### config.mk
export PLATFORM = sky130hd
export DESIGN_NAME = dma_reg_file
export DESIGN_NICKNAME = d
export VERILOG_FILES = /design/src/rtl/dma_reg_file_pkg.sv /design/src/rtl/dma_ch_regs.sv /design/src/rtl/dma_reg_file.sv
export SDC_FILE = /design/constraint.sdc
export NUM_CORES = 1
export LEC_CHECK = 0
export ABC_CLOCK_PERIOD_IN_PS = 2500
export CAP_MARGIN = 40
export CORE_ASPECT_RATIO = 0.5
export CORE_MARGIN = 10
export CORE_UTILIZATION = 46
export CTS_CLUSTER_DIAMETER = 150
export DETAILED_ROUTE_END_ITERATION = 10
export PLACE_DENSITY_LB_ADDON = 0.05
export RECOVER_POWER = 100
export REMOVE_ABC_BUFFERS = 1
export SYNTH_ARGS = -nofsm -noshare
export SYNTH_HDL_FRONTEND = slang
export SYNTH_SLANG_ARGS = --single-unit
### constraint.sdc
create_clock -name clk -period 2.5 [get_ports clk]
set_clock_uncertainty 0.15 [all_clocks]
set_input_delay 0.375 -clock clk [delete_from_list [all_inputs] [get_ports clk]]
set_output_delay 0.375 -clock clk [all_outputs]
set_load 0.05 [all_outputs]
### src/rtl/dma_reg_file_pkg.sv
// dma_reg_file_pkg: register map, field layouts and reset constants shared by the DMA register file.
package dma_reg_file_pkg;

    typedef enum logic [3:0] {
        R_CH0_ADDR = 4'h0,
        R_CH0_CNT  = 4'h1,
        R_CH1_ADDR = 4'h2,
        R_CH1_CNT  = 4'h3,
        R_CH2_ADDR = 4'h4,
        R_CH2_CNT  = 4'h5,
        R_CH3_ADDR = 4'h6,
        R_CH3_CNT  = 4'h7,
        R_CMD      = 4'h8,
        R_REQ      = 4'h9,
        R_MASK_BIT = 4'hA,
        R_MODE     = 4'hB,
        R_CLR_PTR  = 4'hC,
        R_MCLR     = 4'hD,
        R_CLR_MASK = 4'hE,
        R_MASK_ALL = 4'hF
    } reg_addr_e;

    typedef logic [7:0] cmd_t;

    // mode byte bits [7:2] as stored per channel
    typedef struct packed {
        logic [1:0] sel;
        logic       dec;
        logic       auto_init;
        logic [1:0] xfer;
    } mode_t;

    typedef struct packed {
        logic [3:0] dreq;
        logic [3:0] tc;
    } status_t;

    localparam logic [3:0] MASK_RST = 4'hF;

    function automatic logic [15:0] put_byte(input logic [15:0] v, input logic hi, input logic [7:0] b);
        return hi ? {b, v[7:0]} : {v[15:8], b};
    endfunction

endpackage

### src/rtl/dma_ch_regs.sv
// dma_ch_regs: one channel's base/current address and count with byte-wide CPU merge.
module dma_ch_regs
    import dma_reg_file_pkg::*;
(
    input  logic        clk,
    input  logic        rst_n,
    input  logic        clr,
    input  logic        wr_addr,
    input  logic        wr_count,
    input  logic        wr_hi,
    input  logic [7:0]  wr_data,
    input  logic        upd,
    input  logic [15:0] upd_addr,
    input  logic [15:0] upd_count,
    input  logic        reload,
    output logic [15:0] base_addr,
    output logic [15:0] curr_addr,
    output logic [15:0] base_count,
    output logic [15:0] curr_count
);

    logic [15:0] addr_src;
    logic [15:0] count_src;

    // reload beats engine write-back; a CPU byte lands on top of either
    assign addr_src  = reload ? base_addr  : upd ? upd_addr  : curr_addr;
    assign count_src = reload ? base_count : upd ? upd_count : curr_count;

    always_ff @(posedge clk or negedge rst_n) begin
        if (!rst_n) begin
            base_addr  <= '0;
            curr_addr  <= '0;
            base_count <= '0;
            curr_count <= '0;
        end else if (clr) begin
            base_addr  <= '0;
            curr_addr  <= '0;
            base_count <= '0;
            curr_count <= '0;
        end else begin
            if (wr_addr) base_addr <= put_byte(base_addr, wr_hi, wr_data);
            if (wr_count) base_count <= put_byte(base_count, wr_hi, wr_data);
            curr_addr  <= wr_addr ? put_byte(addr_src, wr_hi, wr_data) : addr_src;
            curr_count <= wr_count ? put_byte(count_src, wr_hi, wr_data) : count_src;
        end
    end

endmodule

### src/rtl/dma_reg_file.sv
// dma_reg_file: CPU-visible register file of a four-channel DMA controller.
module dma_reg_file
    import dma_reg_file_pkg::*;
(
    input  logic             clk,
    input  logic             rst_n,
    input  logic             cs_n,
    input  logic             ior_n,
    input  logic             iow_n,
    input  logic [3:0]       addr_lo,
    input  logic [7:0]       db_in,
    output logic [7:0]       db_out,
    output logic             db_oe,
    output logic [7:0]       cmd_reg,
    output logic [3:0][5:0]  mode_reg,
    output logic [3:0]       mask,
    output logic [3:0]       req,
    output logic [3:0][15:0] base_addr,
    output logic [3:0][15:0] curr_addr,
    output logic [3:0][15:0] base_count,
    output logic [3:0][15:0] curr_count,
    input  logic             upd_en,
    input  logic [1:0]       upd_ch,
    input  logic [15:0]      upd_addr,
    input  logic [15:0]      upd_count,
    input  logic [3:0]       reload,
    input  logic [3:0]       tc_set,
    input  logic [3:0]       dreq_st,
    input  logic [7:0]       temp_data
);

    logic        rd_q, wr_q, acc_q, prev_acc;
    logic        start, rd_start, wr_start, mclr;
    logic        ptr, rd_act, is_ch, sel_cnt;
    logic [1:0]  ch;
    logic [3:0]  tc_bits, tc_nxt, req_nxt, mask_nxt, auto_init;
    logic [7:0]  rd_data, rd_mux;
    logic [15:0] cur_sel;
    mode_t [3:0] mode_q;
    status_t     status;

    assign rd_q     = !cs_n && !ior_n && iow_n;
    assign wr_q     = !cs_n && ior_n && !iow_n;
    assign acc_q    = rd_q || wr_q;
    // prev_acc resets high so a strobe held across reset never starts an access
    assign start    = acc_q && !prev_acc;
    assign rd_start = start && rd_q;
    assign wr_start = start && wr_q;
    assign mclr     = wr_start && addr_lo == R_MCLR;
    assign is_ch    = !addr_lo[3];
    assign ch       = addr_lo[2:1];
    assign sel_cnt  = addr_lo[0];

    assign status   = '{dreq: dreq_st, tc: tc_bits};
    assign cur_sel  = sel_cnt ? curr_count[ch] : curr_addr[ch];
    assign rd_mux   = is_ch ? (ptr ? cur_sel[15:8] : cur_sel[7:0]) :
                      addr_lo == R_CMD ? status :
                      addr_lo == R_MCLR ? temp_data : 8'h00;

    assign db_oe    = rd_act && rd_q;
    assign db_out   = db_oe ? rd_data : 8'h00;
    assign mode_reg = mode_q;
    assign tc_nxt   = (rd_start && addr_lo == R_CMD ? 4'h0 : tc_bits) | tc_set;

    // terminal count is applied after CPU writes so it always lands
    always_comb begin
        req_nxt  = req;
        mask_nxt = mask;
        if (wr_start && addr_lo == R_REQ) req_nxt[db_in[1:0]] = db_in[2];
        if (wr_start && addr_lo == R_MASK_BIT) mask_nxt[db_in[1:0]] = db_in[2];
        if (wr_start && addr_lo == R_CLR_MASK) mask_nxt = 4'h0;
        if (wr_start && addr_lo == R_MASK_ALL) mask_nxt = db_in[3:0];
        req_nxt  = req_nxt & ~tc_set;
        mask_nxt = mask_nxt | (tc_set & ~auto_init);
    end

    always_ff @(posedge clk or negedge rst_n) begin
        if (!rst_n) begin
            prev_acc <= 1'b1;
            ptr      <= 1'b0;
            rd_act   <= 1'b0;
            rd_data  <= 8'h00;
            cmd_reg  <= 8'h00;
            mode_q   <= '0;
            req      <= 4'h0;
            mask     <= MASK_RST;
            tc_bits  <= 4'h0;
        end else if (mclr) begin
            prev_acc <= 1'b1;
            ptr      <= 1'b0;
            rd_act   <= 1'b0;
            rd_data  <= 8'h00;
            cmd_reg  <= 8'h00;
            mode_q   <= '0;
            req      <= 4'h0;
            mask     <= MASK_RST;
            tc_bits  <= 4'h0;
        end else begin
            prev_acc <= acc_q;
            rd_act   <= rd_start || (rd_act && rd_q);
            if (rd_start) rd_data <= rd_mux;
            ptr      <= wr_start && addr_lo == R_CLR_PTR ? 1'b0 : start && is_ch ? !ptr : ptr;
            if (wr_start && addr_lo == R_CMD) cmd_reg <= db_in;
            if (wr_start && addr_lo == R_MODE) mode_q[db_in[1:0]] <= mode_t'(db_in[7:2]);
            req      <= req_nxt;
            mask     <= mask_nxt;
            tc_bits  <= tc_nxt;
        end
    end

    genvar i;
    for (i = 0; i < 4; i++) begin : g_ch
        assign auto_init[i] = mode_q[i].auto_init;
        dma_ch_regs u_regs (
            .clk        (clk),
            .rst_n      (rst_n),
            .clr        (mclr),
            .wr_addr    (wr_start && is_ch && ch == 2'(i) && !sel_cnt),
            .wr_count   (wr_start && is_ch && ch == 2'(i) && sel_cnt),
            .wr_hi      (ptr),
            .wr_data    (db_in),
            .upd        (upd_en && upd_ch == 2'(i)),
            .upd_addr   (upd_addr),
            .upd_count  (upd_count),
            .reload     (reload[i]),
            .base_addr  (base_addr[i]),
            .curr_addr  (curr_addr[i]),
            .base_count (base_count[i]),
            .curr_count (curr_count[i])
        );
    end

endmodule

==> metrics.md <==
| Metric | Value |
|---|---|
| Synth cell types | approximately 50 |
| Vias | 15351 |
| Critical path required time | between 1500 and 2000 ps |
| # DRC | 0 |
| Die height | roughly 150 microns |
| Pwr Density | 675 nW/um^2 |
| NumNets Final | about 2300 |
| Routability cong. | 0.939 |
| DR WL met3 | 5.01 mm |
| PortBufs | roughly 380 |
| TNS Setup | 0 ps |
| Hold crit path type | in -> reg |
| Clock tree from TritonCTS | done |
| RSZ-0062 raised after global routing | yes |
| Cell area after synthesis | 16000 sq um |
| CP Launch Type | input pin |
| Final HPWL from detailed placement | about 46 mm |
| Top cell type by total area after synthesis | dfrtp_1 |
| Count leader, synth | nand2_1 |
| CTS max path bufs | 3 |
| Core Region | about 34000 sq um |
| Worst slew pin tran | between 1000 and 1500 ps |
| Status | finished clean |
| Num CTS Buffers | 29 |
| Final setup viols | 0 |
| Cell repeated most along the worst path | buf_4 |
| Multi-input gate area | between 7000 and 8000 sq um |
| WL met2 | just over 30 mm |
| Top-level port count | 377 |
| Primary FF master, synth | dfrtp_1 |
| Die ar. | 43100 sq um |
| Clk_lat worst skew | around 560 ps |
| Post-synthesis sequential area ratio | between 40% and 50% |
| Chip Width | 284 microns |
| Initial antenna violation count | 2 |
| Ys async rst share | 100% |
| Register bit total from synthesis | approximately 310 |
| CP max stage delay | 420 ps |
| Clock Sinks | about 310 |
| Slew Viols, Final | 0 |
| Vias in the first global route | approximately 15000 |
| CP endpoint kind | output port |
| Avg Synthesized Cell Area | 8.73 sq um |
| Synthesis-to-layout area growth | 39.2% |
| Row cnt | 48 |
| ANT nets after route | 0 |
| Starting density of the core | between 40% and 50% |
| First-pass GRT wire length | roughly 96 mm |
| Clock root cell | clkbuf_16 |
| Ys Warns | 0 |
| CP max FO | 9 |
| Share of cells above drive strength 1 | between 10% and 20% |
| DRT Wirelength | 64.2 mm |
| Highest signal layer in the routed design | met4 |
| Cells after Synth | about 1800 |
| Pre-antenna DRT Iters | 5 |
| Arr. time, crit path | approximately 2000 ps |
| Max IR drop VDD | between 500 and 600 uV |
| Fmax | 0.405 GHz |
| Worst-path clk slew | 70 ps |
| MaxCap Viol Count | 0 |
| Pleak | between 9 and 10 nW |
| Gr usage total | around 28% |
| Gr ovfl total | 0 |
| Inst Count DP | 2684 |
| Design Power | between 15 and 20 mW |
| Crit-path slowest cell | clkdlybuf4s50_1 |
| Rel. slew slack | between 20% and 30% |
| Maximum number of pins on one net before global-route repair | 74 |
| CP bufs+invs | 4 |
| Commonest cells post-synth | 572 x nand2_1, 306 x dfrtp_1, 250 x a21oi_1 |
| Post-Route M1 WL | about 26 mm |
| Htree depth | 1 |
| Tcrit/Tclk final | 98.9% |
| Largest cells by area after synthesis | dfrtp_1 48%, nand2_1 13%, mux2i_1 11%, a21oi_1 7.8%, o21ai_0 4.4% |
| Register Area | a little under 8000 sq um |
| Crit path max-delay family | buffers and inverters |
| Min Tclk post-route | between 2000 and 2500 ps |
| Via/cell ratio | approximately 5.6 |
| Non-filler instance count after layout | 2740 |
| Kind of critical path | in -> out |
| Final Hold Vio Count | 0 |
| Post-synth EDFFs | 0 |
| Starting DRT DRC Count | 1440 |
| Worst-path cell chain | clkdlybuf4s50_1 -> buf_4 -> nand2b_1 -> nor3b_2 -> buf_4 -> and2_1 -> buf_12 |
| DR WL/cell | 23.4 microns |
| Fill count | 2938 |
| Post-synth top area share | a little under half |
[tightest hold or removal path, cell delays in order]
cell and delay (ps):
buf_2 110, buf_12 190, nand2_1 80, o21ai_0 70, nand2_1 60, a21oi_1 50
[logic make-up (layout without fill, tap and decap cells)]
family | after synthesis | in the layout | share of synthesized area [%]
buffers and inverters | 149 | 580 | 3.69
XOR/XNOR | 1 | 1 | 0.0548
other | 0 | 2 | 0
AND/OR/NAND/NOR | 728 | 728 | 18.9
flip-flops | 311 | 311 | 48.7
AO/OA/AOI/OAI | 440 | 440 | 14.7
multiplexers | 203 | 203 | 14.0
[per-layer routing]
layer | vias to the layer above | track usage (%)
met3 | 118 | 5.12
li1 | 7079 | -
met2 | 656 | 47.6
met4 | 0 | 8.70
met1 | 7498 | 37.2
met5 | - | 0
[metrics by stage]
| step | utilization, % | cell area [sq um] | setup WS, ps | hold WS, ps |
|---|---|---|---|---|
| 2_1_floorplan | - | 15400 | -4890 | -70.6 |
| 3_3_place_gp | 62.3 | 21400 | -465 | 277 |
| 3_5_place_dp | 62.3 | 21400 | -489 | 273 |
| 4_1_cts | 65.1 | 22400 | 10.1 | 248 |
| 5_1_grt | 64.8 | 22300 | -31.5 | 305 |
| 6_report | 64.8 | 22300 | 28.5 | 266 |
[cell usage in the layout (no fill, tap or decap), types with 3 or more instances in the layout]
cell type / Yosys / routed
clkbuf_8: 0 / 7
nor3_1: 13 / 13
inv_1: 9 / 9
clkdlybuf4s50_1: 0 / 358
clkbuf_16: 0 / 29
nand3b_1: 3 / 3
clkbuf_1: 107 / 16
buf_4: 0 / 95
dfrtp_1: 306 / 306
clkinv_2: 0 / 6
a22oi_1: 10 / 10
nor2_1: 58 / 58
a221oi_1: 10 / 10
nand3_1: 21 / 20
clkbuf_2: 0 / 5
a32oi_1: 6 / 6
nand2_1: 572 / 572
nand2b_1: 10 / 10
or2_2: 4 / 3
dfstp_2: 5 / 5
o31ai_1: 3 / 3
mux2i_1: 181 / 181
and2_1: 11 / 10
nor2_4: 3 / 3
o21ai_0: 141 / 141
a211oi_1: 6 / 6
mux4_2: 16 / 16
a21oi_1: 250 / 250
or3_1: 7 / 6
buf_2: 13 / 6
nor2b_1: 9 / 9
and3_1: 3 / 3
buf_12: 0 / 41
mux2_2: 6 / 6
[cell type report]
type	count	share of cell area [%]
clock inverter	9	0.438
multi-input combinational	1372	34.3
antenna	2	0.0225
clock buffer	44	3.83
tap	475	2.67
timing repair buffer	518	23.6
sequential	311	35.0
inverter	9	0.152
[final timing paths]
| check | startpoint | to | slack, ps | depth (start not counted) |
|---|---|---|---|---|
| max in group asynchronous | rst_n | g_ch[2].u_regs.base_addr[11] | 300 | 3 |
| worst min register to register | rd_data[1] | rd_data[1] | 320 | 2 |
| worst max-delay path | ior_n | db_out[5] | 30 | 7 |
| worst min-delay path | reload[1] | g_ch[1].u_regs.curr_addr[10] | 270 | 6 |
| worst max register to register | prev_acc | mode_reg[6] | 40 | 7 |
| min in group asynchronous | rst_n | g_ch[1].u_regs.base_addr[3] | 440 | 2 |
[timing repair]
item	4_1_cts	5_1_grt
setup buffers	0	0
resized for setup	3	3
pin swaps	2	1
cloned	0	0
endpoints found under the hold margin	58	0
hold buffers	1	0
endpoints found under the setup margin	61	11
[power by group]
group | total [mW] | leakage [nW] | internal, mW | switching (mW)
registers | 5.96 | 4.21 | 5.53 | 0.431
logic | 4.50 | 5.32 | 1.53 | 2.96
clock network | 4.58 | 0.469 | 2.55 | 2.03
total | 15.0 | 9.99 | 9.61 | 5.42
(Power assumes the default switching activity.)
